`src/rtl/uart_tx_arbiter_if.sv`:
```
// Bundle between the byte requesters, the uart_tx transmitter and the round-robin arbiter.
// slave is the arbiter's view; master is the view of the clients plus the transmitter.
interface uart_tx_arbiter_if #(
    parameter int NUM_REQ = 4,
    parameter int DATA_W  = 8
);
    localparam int OWNER_W = $clog2(NUM_REQ);

    logic [NUM_REQ-1:0]        req;
    logic [NUM_REQ*DATA_W-1:0] data;
    logic [NUM_REQ-1:0]        lock;
    logic [NUM_REQ-1:0]        ack;
    logic [DATA_W-1:0]         tx_data;
    logic                      send_data;
    logic                      tx_busy;
    logic [OWNER_W-1:0]        owner;
    logic                      busy;
    logic                      timeout_err;

    modport slave (
        input  req, data, lock, tx_busy,
        output ack, tx_data, send_data, owner, busy, timeout_err
    );

    modport master (
        output req, data, lock, tx_busy,
        input  ack, tx_data, send_data, owner, busy, timeout_err
    );
endinterface

```
`src/rtl/uart_tx_arbiter.sv`:
```
// Round-robin arbiter sharing one uart_tx between NUM_REQ byte requesters.
// Define UART_TX_LOCK_EN to let a locked owner send back-to-back bytes without re-arbitration.
module uart_tx_arbiter #(
    parameter int NUM_REQ       = 4,
    parameter int DATA_W        = 8,
    parameter int START_TIMEOUT = 16
) (
    input  logic                clk,
    input  logic                rst_n,
    uart_tx_arbiter_if.slave    bus
);
    localparam int OWNER_W = $clog2(NUM_REQ);

    typedef enum logic [1:0] {
        IDLE,
        LAUNCH,
        WAIT_START,
        WAIT_DONE
    } state_t;

    state_t             state;
    logic [OWNER_W-1:0] rr_ptr;
    logic [OWNER_W-1:0] winner;
    logic [OWNER_W-1:0] idx;
    logic               found;
    logic [7:0]         start_cnt;

    // Search starts just past the last winner so every requester gets a turn.
    always_comb begin
        winner = rr_ptr;
        idx    = rr_ptr;
        found  = 1'b0;
        for (int i = 1; i <= NUM_REQ; i++) begin
            idx = OWNER_W'((int'(rr_ptr) + i) % NUM_REQ);
            if (!found && bus.req[idx]) begin
                found  = 1'b1;
                winner = idx;
            end
        end
    end

`ifndef UART_TX_LOCK_EN
    logic unused_lock;
    assign unused_lock = ^bus.lock;
`endif

    always_ff @(posedge clk or negedge rst_n) begin
        if (!rst_n) begin
            state           <= IDLE;
            rr_ptr          <= OWNER_W'(NUM_REQ - 1);
            start_cnt       <= '0;
            bus.ack         <= '0;
            bus.tx_data     <= '0;
            bus.send_data   <= 1'b0;
            bus.owner       <= '0;
            bus.busy        <= 1'b0;
            bus.timeout_err <= 1'b0;
        end else begin
            bus.ack         <= '0;
            bus.send_data   <= 1'b0;
            bus.timeout_err <= 1'b0;
            case (state)
                IDLE: begin
                    if (found) begin
                        bus.tx_data   <= bus.data[int'(winner)*DATA_W +: DATA_W];
                        bus.owner     <= winner;
                        rr_ptr        <= winner;
                        bus.ack       <= NUM_REQ'(1) << winner;
                        bus.send_data <= 1'b1;
                        bus.busy      <= 1'b1;
                        state         <= LAUNCH;
                    end
                end
                LAUNCH: begin
                    start_cnt <= '0;
                    state     <= WAIT_START;
                end
                WAIT_START: begin
                    // A launch that never starts a frame is dropped; the byte was already acked.
                    if (bus.tx_busy) begin
                        state <= WAIT_DONE;
                    end else if (start_cnt == 8'(START_TIMEOUT - 1)) begin
                        bus.timeout_err <= 1'b1;
                        bus.busy        <= 1'b0;
                        state           <= IDLE;
                    end else begin
                        start_cnt <= start_cnt + 8'd1;
                    end
                end
                WAIT_DONE: begin
                    if (!bus.tx_busy) begin
`ifdef UART_TX_LOCK_EN
                        if (bus.lock[bus.owner] && bus.req[bus.owner]) begin
                            bus.tx_data   <= bus.data[int'(bus.owner)*DATA_W +: DATA_W];
                            bus.ack       <= NUM_REQ'(1) << bus.owner;
                            bus.send_data <= 1'b1;
                            state         <= LAUNCH;
                        end else begin
                            bus.busy <= 1'b0;
                            state    <= IDLE;
                        end
`else
                        bus.busy <= 1'b0;
                        state    <= IDLE;
`endif
                    end
                end
                default: begin
                    bus.busy <= 1'b0;
                    state    <= IDLE;
                end
            endcase
        end
    end
endmodule
```
`src/flat_wrapper.sv`:
```
// flat-port wrapper written by rule: the top's interface ports become plain ports
module uart_tx_arbiter_flat 
#(
    parameter int NUM_REQ       = 4,
    parameter int DATA_W        = 8,
    parameter int START_TIMEOUT = 16
)
  (clk, rst_n, bus_req, bus_data, bus_lock, bus_tx_busy, bus_ack, bus_tx_data, bus_send_data, bus_owner, bus_busy, bus_timeout_err);
  uart_tx_arbiter_if #(.NUM_REQ(NUM_REQ), .DATA_W(DATA_W)) bus_i ();
  input  logic clk;
  input  logic rst_n;
  input wire logic [$bits(bus_i.req)-1:0] bus_req;
  input wire logic [$bits(bus_i.data)-1:0] bus_data;
  input wire logic [$bits(bus_i.lock)-1:0] bus_lock;
  input wire logic [$bits(bus_i.tx_busy)-1:0] bus_tx_busy;
  output wire logic [$bits(bus_i.ack)-1:0] bus_ack;
  output wire logic [$bits(bus_i.tx_data)-1:0] bus_tx_data;
  output wire logic [$bits(bus_i.send_data)-1:0] bus_send_data;
  output wire logic [$bits(bus_i.owner)-1:0] bus_owner;
  output wire logic [$bits(bus_i.busy)-1:0] bus_busy;
  output wire logic [$bits(bus_i.timeout_err)-1:0] bus_timeout_err;
  assign bus_i.req = bus_req;
  assign bus_i.data = bus_data;
  assign bus_i.lock = bus_lock;
  assign bus_i.tx_busy = bus_tx_busy;
  assign bus_ack = bus_i.ack;
  assign bus_tx_data = bus_i.tx_data;
  assign bus_send_data = bus_i.send_data;
  assign bus_owner = bus_i.owner;
  assign bus_busy = bus_i.busy;
  assign bus_timeout_err = bus_i.timeout_err;
  uart_tx_arbiter #(.NUM_REQ(NUM_REQ), .DATA_W(DATA_W), .START_TIMEOUT(START_TIMEOUT)) u_core (.clk(clk), .rst_n(rst_n), .bus(bus_i));
endmodule
```
`config.mk`:
```
export PLATFORM = sky130hd
export DESIGN_NAME = uart_tx_arbiter_flat
export DESIGN_NICKNAME = d
export VERILOG_FILES = /design/src/rtl/uart_tx_arbiter_if.sv /design/src/rtl/uart_tx_arbiter.sv /design/src/flat_wrapper.sv
export SDC_FILE = /design/constraint.sdc
export NUM_CORES = 1
export LEC_CHECK = 0
export BUFFER_PORTS_ARGS = -buffer_cell sky130_fd_sc_hd__buf_2
export CORE_MARGIN = 4
export CORE_UTILIZATION = 51
export DETAILED_ROUTE_END_ITERATION = 16
export GPL_TIMING_DRIVEN = 0
export PLACE_DENSITY_LB_ADDON = 0.2
export RECOVER_POWER = 25
export SYNTH_ARGS = -nofsm -noshare
export SYNTH_HDL_FRONTEND = slang
export SYNTH_SLANG_ARGS = --single-unit
```
`constraint.sdc`:
```
create_clock -name clk -period 4.4 [get_ports clk]
set_input_delay 0.44 -clock clk [delete_from_list [all_inputs] [get_ports clk]]
set_output_delay 0.44 -clock clk [all_outputs]
set_load 0.02 [all_outputs]
```
==> results of run 1 <==
==> per-layer routing <==
| metal | routed length [um] | vias up |
|---|---|---|
| met5 | 0 | - |
| met4 | 12 | 0 |
| met3 | 246 | 2 |
| met2 | 1790 | 43 |
| met1 | 1400 | 624 |
| li1 | - | 635 |
==> worst reg2reg max path, delay by kind of cell, from the launching register on <==
kind,cells,cell delay [ns]
DFF,1,0.52
AOI/OAI and AO/OA,3,0.54
muxes,2,0.31
buffers and inverters,2,0.36
==> flip-flops by register name (all words and copies together), names as in the netlist <==
register and flops:
u_core.bus.send_data 1, u_core.rr_ptr 2, u_core.bus.owner 2, u_core.start_cnt 8, u_core.bus.ack 4, u_core.bus.busy 1
u_core.bus.timeout_err 1, u_core.bus.tx_data 8, u_core.state 2
==> cell usage after synthesis (3+ instances only) <==
cell type / instances
a21o_1: 3
buf_2: 3
a31oi_1: 9
and3_1: 3
nand2b_1: 3
o2bb2ai_1: 8
nor2_1: 11
mux2i_1: 18
nand3_1: 6
xor2_1: 3
nand2_1: 6
inv_1: 4
o21ai_0: 5
dfrtp_1: 27
==> stage by stage <==
stage	hold slack, ns	util [%]	worst slack, ns	total power, mW	instance area (um2)
final	0.368	67.6	2.53	1.18	1880
after global routing	0.385	67.6	2.35	1.27	1880
after CTS	0.136	67.6	2.52	1.19	1880
after detailed placement	0.493	65.1	2.45	1.00	1810
after global placement	0.477	65.1	2.47	0.982	1810
after floorplan	0.144	-	2.71	0.833	1500
==> cell type report <==
cell class,instances,area [um2]
multi-input cells,98,693
well taps,31,38.8
plain buffers,8,56.3
clock inverters,1,5.00
clock buffers,7,65.1
inverters,5,18.8
fillers,216,902
repair buffers,55,274
flip-flops and latches,29,728
==> worst paths after layout <==
check	depth (start not counted)	slack (ns)	endpoint
setup / recovery	7	2.53	u_core.bus.tx_data[0]
hold / removal	3	0.37	u_core.state[0]
setup reg to reg	7	2.53	u_core.bus.tx_data[0]
hold reg to reg	1	0.51	u_core.bus.owner[1]
max in group asynchronous	1	3.04	u_core.start_cnt[7]
min in group asynchronous	1	0.46	u_core.state[1]
==> cells by family (layout without fill, tap and decap cells) <==
family | after synthesis | after routing | share of synthesized area (%)
DFF | 29 | 29 | 48.7
xor gates and xnor gates | 5 | 5 | 2.93
and+or+nand+nor | 40 | 40 | 13.9
buffers and inverters | 13 | 76 | 5.02
adders and majority gates | 1 | 1 | 0.836
AOI/OAI and AO/OA | 34 | 34 | 16.6
muxes | 18 | 18 | 12.0
==> power by group through the flow <==
stage / combinational (mW) / sequential (mW) / clock, mW
after floorplan: 0.335 / 0.498 / 0
after global placement: 0.556 / 0.427 / 0
after detailed placement: 0.570 / 0.431 / 0
after CTS: 0.573 / 0.427 / 0.191
after global routing: 0.623 / 0.443 / 0.202
final: 0.569 / 0.428 / 0.187
==> key figures, run 1 <==
Synth
  • Syn. warnings: 0
  • Synth top area cells: dfrtp_1, mux2i_1, o2bb2ai_1
  • Main synth FF type: dfrtp_1
  • Seq/Total Area, Yosys: 48.7%
  • Largest area contributor in the synthesized netlist: dfrtp_1
  • Synthesized cell area: 1500 um2
  • Synth Net Count: 184
  • Cell variety after synth: 37
  • Flops & latches, synth: 29
  • Post-synth ARST share: 100%
  • Cells after synthesis: 140
  • EDFF count, synth: 0
  • Synth top area share: 45.2%
  • Mean Syn Cell Area: 10.7 um2

Final layout
  • Most frequent cells in the layout: buf_2, dfrtp_1, mux2i_1, nor2_1, a31oi_1
  • Share of layout cells above drive strength 1: 36.9%
  • Final cell count without fillers: 234
  • ANT cells: 0
  • Final nets: 246
  • Leading cell type in the layout, fill and taps excluded: buf_2
  • Syn-to-layout area delta: 25.6%

Outcome
  • Status: finished, violations left
  • Failing checks: capacitance limit, slew limit

STA
  • Number of max-slew violations in the final report: 30
  • Setup Skew: 0.00715 ns
  • Final Setup Violations: 0
  • Minimum clock period: 1.87 ns
  • Slew headroom: -2.28%
  • Post-route clock period utilization: 42.5%
  • Max Freq: 535 MHz
  • Setup TNS: 0 ns
  • Worst-Margin Slew: 1.53 ns
  • Final hold violation count: 0
  • RSZ-0062 raised after global routing: no

Clock tree
  • Num CTS Buffers: 5
  • Resize count post-CTS: 0
  • Worst skew pair latency: 0.34 ns
  • Hold_buf cts: 0
  • CTS tree: yes
  • Postcts setup bufs: 0
  • Clock buffer depth: 2
  • Worst-path clk slew: 0.10 ns
  • Sink Count: 29
  • Root Driver: clkbuf_4
  • H-tree levels: 2

Worst setup path
  • CP cell instances: buf_4 > mux2i_1 > a221oi_2 > buf_6 > mux2i_1 > o2bb2ai_1 > a31oi_1
  • Setup Crit Path Kind: reg2reg
  • Reg-to-Reg Start: u_core.rr_ptr[1]
  • CP max stage cell: dfstp_2
  • Startpoint Class: flop
  • Delay of the slowest critical-path stage: 0.52 ns
  • Crit path arrival time: 2.07 ns
  • Worst path bufs/invs: 2
  • Most used cell, CP: mux2i_1
  • CP required: 4.60 ns
  • CP Capture Type: flop
  • Crit. Startpoint: u_core.rr_ptr[1]
  • CP Max Fanout: 10
  • Delay-heaviest family, CP: compound AO/OA/AOI/OAI gates

Floorplan
  • Site Rows: 19
  • Die H: 62.2 um
  • DIE AREA: 3870 um2
  • Core area: 2780 um2
  • Die width: 62.2 um
  • Initial Util: 53.8%
  • Top Ports: 60

GRT
  • Initial antenna violation count: 0
  • First-pass GRT wire length: 5730 um
  • Largest net degree at the start of global routing: 30
  • Total GRT Usage: 18.7%
  • Vias in the first global route: 1,274
  • Grt met2 use: 30.3%
  • Aggregate global routing overflow: 0
  • Met3 usage: 8.47%
  • GR peak layer: met2
  • Met1 usage: 22.4%

Routing
  • Via count: 1,304
  • Routed WL: 3450 um
  • Avg WL per Cell: 14.7 um
  • Residual DRC: 0
  • Initial DRC Count: 56
  • DR pass1 iterations: 4
  • Routed Antenna Nets: 0
  • Vias/cell: 5.57

Worst hold path
  • Hold_sp: bus_tx_busy
  • Worst hold path class: in2reg

Power and ir drop
  • Clk network pwr share: 15.8%
  • Peak supply drop: 0.547 mV
  • Leakage: 0.967 nW
  • NetSw: 0.490 mW
  • Combinational power share: 48.0%
  • Sequential share of power: 36.2%
  • Int Pwr: 0.694 mW
  • Power per standard cell area: 630 nW/um2
  • Sw Share: 41.4%

Run
  • Max-Cap Viols: 1

Place
  • # port buffers: 55
  • Post-Place Cells: 226
  • Post-DP HPWL: 2530 um
  • Placer Congestion: 0.760
No activity file was read; power rests on OpenSTA's default activity.
==> run 2: changes to the inputs <==
--- a/config.mk
+++ b/config.mk
@@ -7,7 +7,7 @@
 export LEC_CHECK = 0
 export BUFFER_PORTS_ARGS = -buffer_cell sky130_fd_sc_hd__buf_2
 export CORE_MARGIN = 4
-export CORE_UTILIZATION = 51
+export CORE_UTILIZATION = 48
 export DETAILED_ROUTE_END_ITERATION = 16
 export GPL_TIMING_DRIVEN = 0
 export PLACE_DENSITY_LB_ADDON = 0.2
==> constraint.sdc (replaced) <==
create_clock -name clk -period 1.9 [get_ports clk]
set_input_delay 0.19 -clock clk [delete_from_list [all_inputs] [get_ports clk]]
set_output_delay 0.19 -clock clk [all_outputs]
set_load 0.02 [all_outputs]
==> run 2 against run 1 <==
The run now ends clean. Sequential share of layout area shrank 1.5 points. Final cell count grew 5.6%. Setup slack got worse by 2.5 ns.
==> key figures, run 2 (synthesis gave the netlist of run 1 again) <==
Outcome
  • Status: completed (was finished, violations left)

Routing
  • Residual DRC: 0 (unchanged)
  • DR pass1 iterations: 4 (unchanged)
  • Routed WL: 3650 um (was 3450 um)
  • Vias/cell: 5.37 (was 5.57)
  • Avg WL per Cell: 14.8 um (was 14.7 um)
  • Via count: 1,327 (was 1,304)
  • Initial DRC Count: 62 (was 56)
  • Routed Antenna Nets: 0 (unchanged)

STA
  • Post-route clock period utilization: 96.0% (was 42.5%)
  • Minimum clock period: 1.82 ns (was 1.87 ns)
  • Setup TNS: 0 ns (unchanged)
  • Worst-Margin Slew: 0.719 ns (was 1.53 ns)
  • RSZ-0062 raised after global routing: yes (was no)
  • Final hold violation count: 0 (unchanged)
  • Slew headroom: 52.1% (was -2.28%)
  • Setup Skew: 0.0138 ns (was 0.00715 ns)
  • Max Freq: 548 MHz (was 535 MHz)
  • Final Setup Violations: 0 (unchanged)
  • Number of max-slew violations in the final report: 0 (was 30)

Worst setup path
  • Setup Crit Path Kind: reg2reg (unchanged)
  • CP required: 2.10 ns (was 4.60 ns)
  • CP max stage cell: dfstp_2 (unchanged)
  • R2R Setup Slk: 0.08 ns (was 2.53 ns)
  • CP Max Fanout: 7 (was 10)
  • RR Endpoint: u_core.bus.tx_data[6] (was u_core.bus.tx_data[0])
  • Crit path arrival time: 2.02 ns (was 2.07 ns)
  • Delay of the slowest critical-path stage: 0.64 ns (was 0.52 ns)
  • Startpoint Class: flop (unchanged)
  • CP cell instances: mux2i_2 > a221oi_2 > buf_4 > buf_6 > mux2i_1 > o2bb2ai_1 > a31oi_1 (was buf_4 > mux2i_1 > a221oi_2 > buf_6 > mux2i_1 > o2bb2ai_1 > a31oi_1)
  • Reg-to-Reg Start: u_core.rr_ptr[1] (unchanged)
  • CP Capture Type: flop (unchanged)
  • FF-to-FF path depth: 7 (unchanged)

GRT
  • Total GRT Usage: 19.8% (was 18.7%)
  • Aggregate global routing overflow: 0 (unchanged)
  • Vias in the first global route: 1,396 (was 1,274)
  • Initial antenna violation count: 0 (unchanged)
  • First-pass GRT wire length: 6300 um (was 5730 um)
  • Largest net degree at the start of global routing: 30 (unchanged)

Final layout
  • ANT cells: 0 (unchanged)
  • Final cell count without fillers: 247 (was 234)
  • Top Registers: u_core.bus.tx_data (8), u_core.start_cnt (8), u_core.bus.ack (4) (unchanged)
  • Final nets: 248 (was 246)
  • Fillers: 244 (was 216)
  • Syn-to-layout area delta: 30.5% (was 25.6%)
  • Share of layout cells above drive strength 1: 39.5% (was 36.9%)
  • Most frequent cells in the layout: buf_2, dfrtp_1, mux2i_1, nor2_1, a31oi_1 (unchanged)
  • Leading cell type in the layout, fill and taps excluded: buf_2 (unchanged)

Clock tree
  • Worst skew pair latency: 0.34 ns (about the same)
  • Root Driver: clkbuf_4 (unchanged)
  • Sink Count: 29 (unchanged)
  • H-tree levels: 2 (unchanged)
  • CTS tree: yes (unchanged)
  • Num CTS Buffers: 5 (unchanged)
  • Clock buffer depth: 2 (unchanged)
  • Worst-path clk slew: 0.10 ns (about the same)

Floorplan
  • Die width: 63.8 um (was 62.2 um)
  • DIE AREA: 4070 um2 (was 3870 um2)
  • Core area: 2880 um2 (was 2780 um2)
  • Top Ports: 60 (unchanged)
  • Site Rows: 19 (unchanged)
  • Die H: 63.8 um (was 62.2 um)
  • Initial Util: 52.0% (was 53.8%)

Power and ir drop
  • Leakage: 0.980 nW (was 0.967 nW)
  • Peak supply drop: 0.802 mV (was 0.547 mV)
  • Power per standard cell area: 1500 nW/um2 (was 630 nW/um2)
  • Total power: 2.93 mW (was 1.18 mW)

Place
  • Post-Place Cells: 237 (was 226)
  • # port buffers: 55 (unchanged)
  • Post-DP HPWL: 2680 um (was 2530 um)
  • Placer Congestion: 0.725 (was 0.760)

Worst hold path
  • Hold Path Stages: 3 (unchanged)
  • Hold Path End: u_core.state[0] (unchanged)
  • Worst hold path class: in2reg (unchanged)
  • Hold_sp: bus_tx_busy (unchanged)

Run
  • Max-Cap Viols: 0 (was 1)
## run 2: changes by cell type in the layout (fill, tap and decap cells not counted)
cell | previous run | this run
a211oi_1 | 1 | 0
a211oi_2 | 0 | 1
buf_2 | 57 | 56
buf_4 | 2 | 3
buf_6 | 2 | 3
bufinv_16 | 0 | 1
clkbuf_2 | 0 | 1
clkbuf_8 | 2 | 1
clkinv_2 | 1 | 0
dlygate4sd3_1 | 0 | 1
mux2i_1 | 18 | 14
mux2i_2 | 0 | 4
## run 2: how the worst max path moves through the flow
stage                     slack [ns]                    end  cells past startpoint             start
after floorplan                 0.21  u_core.bus.tx_data[0]                      7  u_core.rr_ptr[1]
after global placement          0.08  u_core.bus.tx_data[3]                      7  u_core.rr_ptr[1]
after detailed placement       -0.03  u_core.bus.tx_data[6]                      7  u_core.rr_ptr[1]
after CTS                      0.006  u_core.bus.tx_data[4]                      8  u_core.rr_ptr[1]
after global routing           -0.04  u_core.bus.tx_data[3]                      7  u_core.rr_ptr[1]
final                           0.08  u_core.bus.tx_data[6]                      7  u_core.rr_ptr[1]
## run 2: report_power, final
group          switching (mW)  internal [mW]  total [mW]
combinational           0.775          0.594        1.37
clock                   0.226          0.314       0.540
sequential              0.172          0.845        1.02
total                    1.17           1.75        2.93
## run 2: area by class of cell
type / instances / area, um2 / area share (%)
buffer: 7 / 51.3 / 2.63
timing repair buffer: 58 / 304 / 15.6
clock buffer: 7 / 55.1 / 2.82
inverter: 5 / 18.8 / 0.961
sequential: 29 / 728 / 37.3
tap: 42 / 52.6 / 2.69
multi-input combinational: 98 / 713 / 36.5
clock inverter: 1 / 30.0 / 1.54
## run 2: critical path, delay by kind of cell, from the launching register on
| kind | cells | cell delay, ns |
|---|---|---|
| multiplexers | 2 | 0.30 |
| flip-flops | 1 | 0.64 |
| buffers and inverters | 2 | 0.31 |
| AO/OA/AOI/OAI | 3 | 0.44 |
## run 2: metal layers
layer  track usage (%)  share of wire, %  wire [um]
met4              5.66               1.2         44
met5                 0                 0          0
met1              22.9                41       1500
met2              34.2                50       1820
met3              7.53               7.9        287
## run 2: per-stage QoR
step	area (um2)	util (%)	hold slack (ns)	setup slack [ns]
after floorplan	1500	-	-0.106	0.211
after global placement	1820	63.4	0.247	0.0830
after detailed placement	1820	63.4	0.254	-0.0275
after CTS	1930	67.2	0.107	0.00636
after global routing	1950	67.9	0.143	-0.0357
final	1950	67.9	0.109	0.0755
## run 2: what timing repair did
| item | 4_1_cts | 5_1_grt |
|---|---|---|
| resized for setup | 1 | 8 |
| pin swaps | 1 | 1 |
| endpoints found under the setup margin | 8 | 8 |
| hold buffers | 1 | 0 |
| hold endpoints to repair | 27 | 0 |
| cloned | 1 | 0 |
| setup buffers | 1 | 0 |
==> run 3: changes to the inputs <==
--- a/config.mk
+++ b/config.mk
@@ -7,7 +7,7 @@
 export LEC_CHECK = 0
 export BUFFER_PORTS_ARGS = -buffer_cell sky130_fd_sc_hd__buf_2
 export CORE_MARGIN = 4
-export CORE_UTILIZATION = 48
+export CORE_UTILIZATION = 51
 export DETAILED_ROUTE_END_ITERATION = 16
 export GPL_TIMING_DRIVEN = 0
 export PLACE_DENSITY_LB_ADDON = 0.2
==> constraint.sdc (replaced) <==
create_clock -name clk -period 2.15 [get_ports clk]
set_input_delay 0.215 -clock clk [delete_from_list [all_inputs] [get_ports clk]]
set_output_delay 0.215 -clock clk [all_outputs]
set_load 0.02 [all_outputs]
==> run 3 against run 2 <==
The flow now finishes with violations (capacitance limit, slew limit). Fmax fell by 2.5%. Critical path depth did not move. Clock skew fell by 0.0065 ns. Largest cell class unchanged. Combinational power fell by 15%. Sequential cell count did not move. Global-route usage fell by 1.0 points. Sequential share of layout area rose by 1.3 points. Critical endpoint is now u_core.bus.tx_data[0]. First-iteration DRC count rose by 6.5%. Critical path type unchanged. Non-clock buffer count fell by 1. Hold slack improved by 0.034 ns. Final cell count fell by 4.9%. Largest power group unchanged. Register-to-register slack improved by 0.20 ns.
==> key figures, run 3 (synthesis gave the netlist of run 1 again) <==
Outcome
  • Status: finished, violations left (was completed)
  • Failing checks: capacitance limit, slew limit

Place
  • Placer Congestion: 0.760 (was 0.725)
  • Post-DP HPWL: 2530 um (was 2680 um)
  • # port buffers: 55 (unchanged)

Clock tree
  • H-tree levels: 2 (unchanged)
  • CTS tree: yes (unchanged)
  • Root Driver: clkbuf_4 (unchanged)
  • Worst skew pair latency: 0.34 ns (about the same)
  • Postcts setup bufs: 0 (was 1)
  • Clock buffer depth: 2 (unchanged)
  • Num CTS Buffers: 5 (unchanged)
  • Sink Count: 29 (unchanged)
  • Worst-path clk slew: 0.10 ns (about the same)
  • Resize count post-CTS: 0 (was 1)

Routing
  • Met3 Wirelength: 239 um (was 287 um)
  • Routed Antenna Nets: 0 (unchanged)
  • Routed WL: 3450 um (was 3650 um)
  • Avg WL per Cell: 14.7 um (was 14.8 um)
  • Via count: 1,308 (was 1,327)
  • Residual DRC: 0 (unchanged)
  • Metal2 WL: 1780 um (was 1820 um)
  • Vias/cell: 5.57 (was 5.37)
  • Top sig layer: met4 (unchanged)
  • DR pass1 iterations: 4 (unchanged)
  • Initial DRC Count: 66 (was 62)
  • Metal1 wirelength: 1410 um (was 1500 um)

Worst setup path
  • CP Capture Type: flop (unchanged)
  • CP Max Fanout: 10 (was 7)
  • Startpoint Class: flop (unchanged)
  • Setup Crit Path Kind: reg2reg (unchanged)
  • CP required: 2.35 ns (was 2.10 ns)
  • Crit path arrival time: 2.07 ns (was 2.02 ns)

STA
  • Final Setup Violations: 0 (unchanged)
  • Setup Skew: 0.00725 ns (was 0.0138 ns)
  • Slew headroom: -2.83% (was 52.1%)
  • Setup TNS: 0 ns (unchanged)
  • Max Freq: 535 MHz (was 548 MHz)
  • Worst-Margin Slew: 1.54 ns (was 0.719 ns)
  • Post-route clock period utilization: 87.0% (was 96.0%)
  • Final hold violation count: 0 (unchanged)
  • RSZ-0062 raised after global routing: no (was yes)
  • Number of max-slew violations in the final report: 30 (was 0)
  • Minimum clock period: 1.87 ns (was 1.82 ns)
  • WHS: 0.143 ns (was 0.109 ns)

Floorplan
  • Top Ports: 60 (unchanged)
  • Die width: 62.2 um (was 63.8 um)
  • Core area: 2780 um2 (was 2880 um2)
  • Site Rows: 19 (unchanged)
  • DIE AREA: 3870 um2 (was 4070 um2)
  • Die H: 62.2 um (was 63.8 um)
  • Initial Util: 53.8% (was 52.0%)

Final layout
  • Leading cell type in the layout, fill and taps excluded: buf_2 (unchanged)
  • Share of layout cells above drive strength 1: 36.8% (was 39.5%)
  • Syn-to-layout area delta: 26.3% (was 30.5%)
  • Most frequent cells in the layout: buf_2, dfrtp_1, mux2i_1, nor2_1, a31oi_1 (unchanged)
  • Final nets: 247 (was 248)
  • Top Registers: u_core.bus.tx_data (8), u_core.start_cnt (8), u_core.bus.ack (4) (unchanged)
  • ANT cells: 0 (unchanged)

Run
  • Max-Cap Viols: 1 (was 0)

GRT
  • Aggregate global routing overflow: 0 (unchanged)
  • Vias in the first global route: 1,279 (was 1,396)
  • Total GRT Usage: 18.8% (was 19.8%)
  • First-pass GRT wire length: 5770 um (was 6300 um)
  • Initial antenna violation count: 0 (unchanged)
  • Largest net degree at the start of global routing: 30 (unchanged)

Worst hold path
  • Worst hold path class: in2reg (unchanged)

Power and ir drop
  • Leakage: 0.971 nW (was 0.980 nW)
  • Power per standard cell area: 1280 nW/um2 (was 1500 nW/um2)
  • Peak supply drop: 1.12 mV (was 0.802 mV)
run 3: metal layers:
layer	global-route usage, %	vias up
li1	-	637
met1	22.6	626
met2	30.6	43
met3	8.29	2
met4	4.88	0
met5	0	-
run 3: final timing paths:
kind,start,to,slack [ns],cells after the start
min,bus_tx_busy,u_core.state[0],0.14,3
min reg2reg,u_core.bus.owner[1],u_core.bus.owner[1],0.51,1
max,u_core.rr_ptr[1],u_core.bus.tx_data[0],0.28,7
min in group asynchronous,rst_n,u_core.state[1],0.79,2
max reg2reg,u_core.rr_ptr[1],u_core.bus.tx_data[0],0.28,7
max in group asynchronous,rst_n,u_core.start_cnt[7],0.46,2
run 3: power breakdown:
group | total [mW] | switching (mW) | internal (mW)
Combinational | 1.17 | 0.679 | 0.487
Sequential | 0.876 | 0.131 | 0.745
Clock | 0.383 | 0.194 | 0.189
Total | 2.42 | 1.00 | 1.42
run 3: repair_timing:
action / in CTS / in global routing
hold buffers: 1 / 0
endpoints found under the hold margin: 27 / 0
endpoints found under the setup margin: 0 / 0
run 3: critical path, stage by stage (launching register included):
cell and delay [ns]:
dfstp_2 0.52, buf_4 0.14, mux2i_1 0.09, a221oi_2 0.35, buf_6 0.22, mux2i_1 0.22, o2bb2ai_1 0.13, a31oi_1 0.06
run 3: area by class of cell:
class	instances	area, um2
Fill cell	217	892
Sequential cell	29	728
Multi-Input combinational cell	98	693
Timing Repair Buffer	56	284
Clock buffer	7	65.1
Buffer	8	56.3
Tap cell	31	38.8
Inverter	5	18.8
Clock inverter	1	5.00
run 3: through the flow:
step / setup slack (ns) / total power [mW] / std cells / util (%) / instance area [um2]
2_1_floorplan: 0.461 / 1.71 / 140 / - / 1500
3_3_place_gp: 0.329 / 2.01 / 226 / 65.1 / 1810
3_5_place_dp: 0.265 / 2.05 / 226 / 65.1 / 1810
4_1_cts: 0.268 / 2.44 / 235 / 68.0 / 1890
5_1_grt: 0.0980 / 2.59 / 235 / 67.9 / 1890
6_report: 0.279 / 2.42 / 235 / 67.9 / 1890
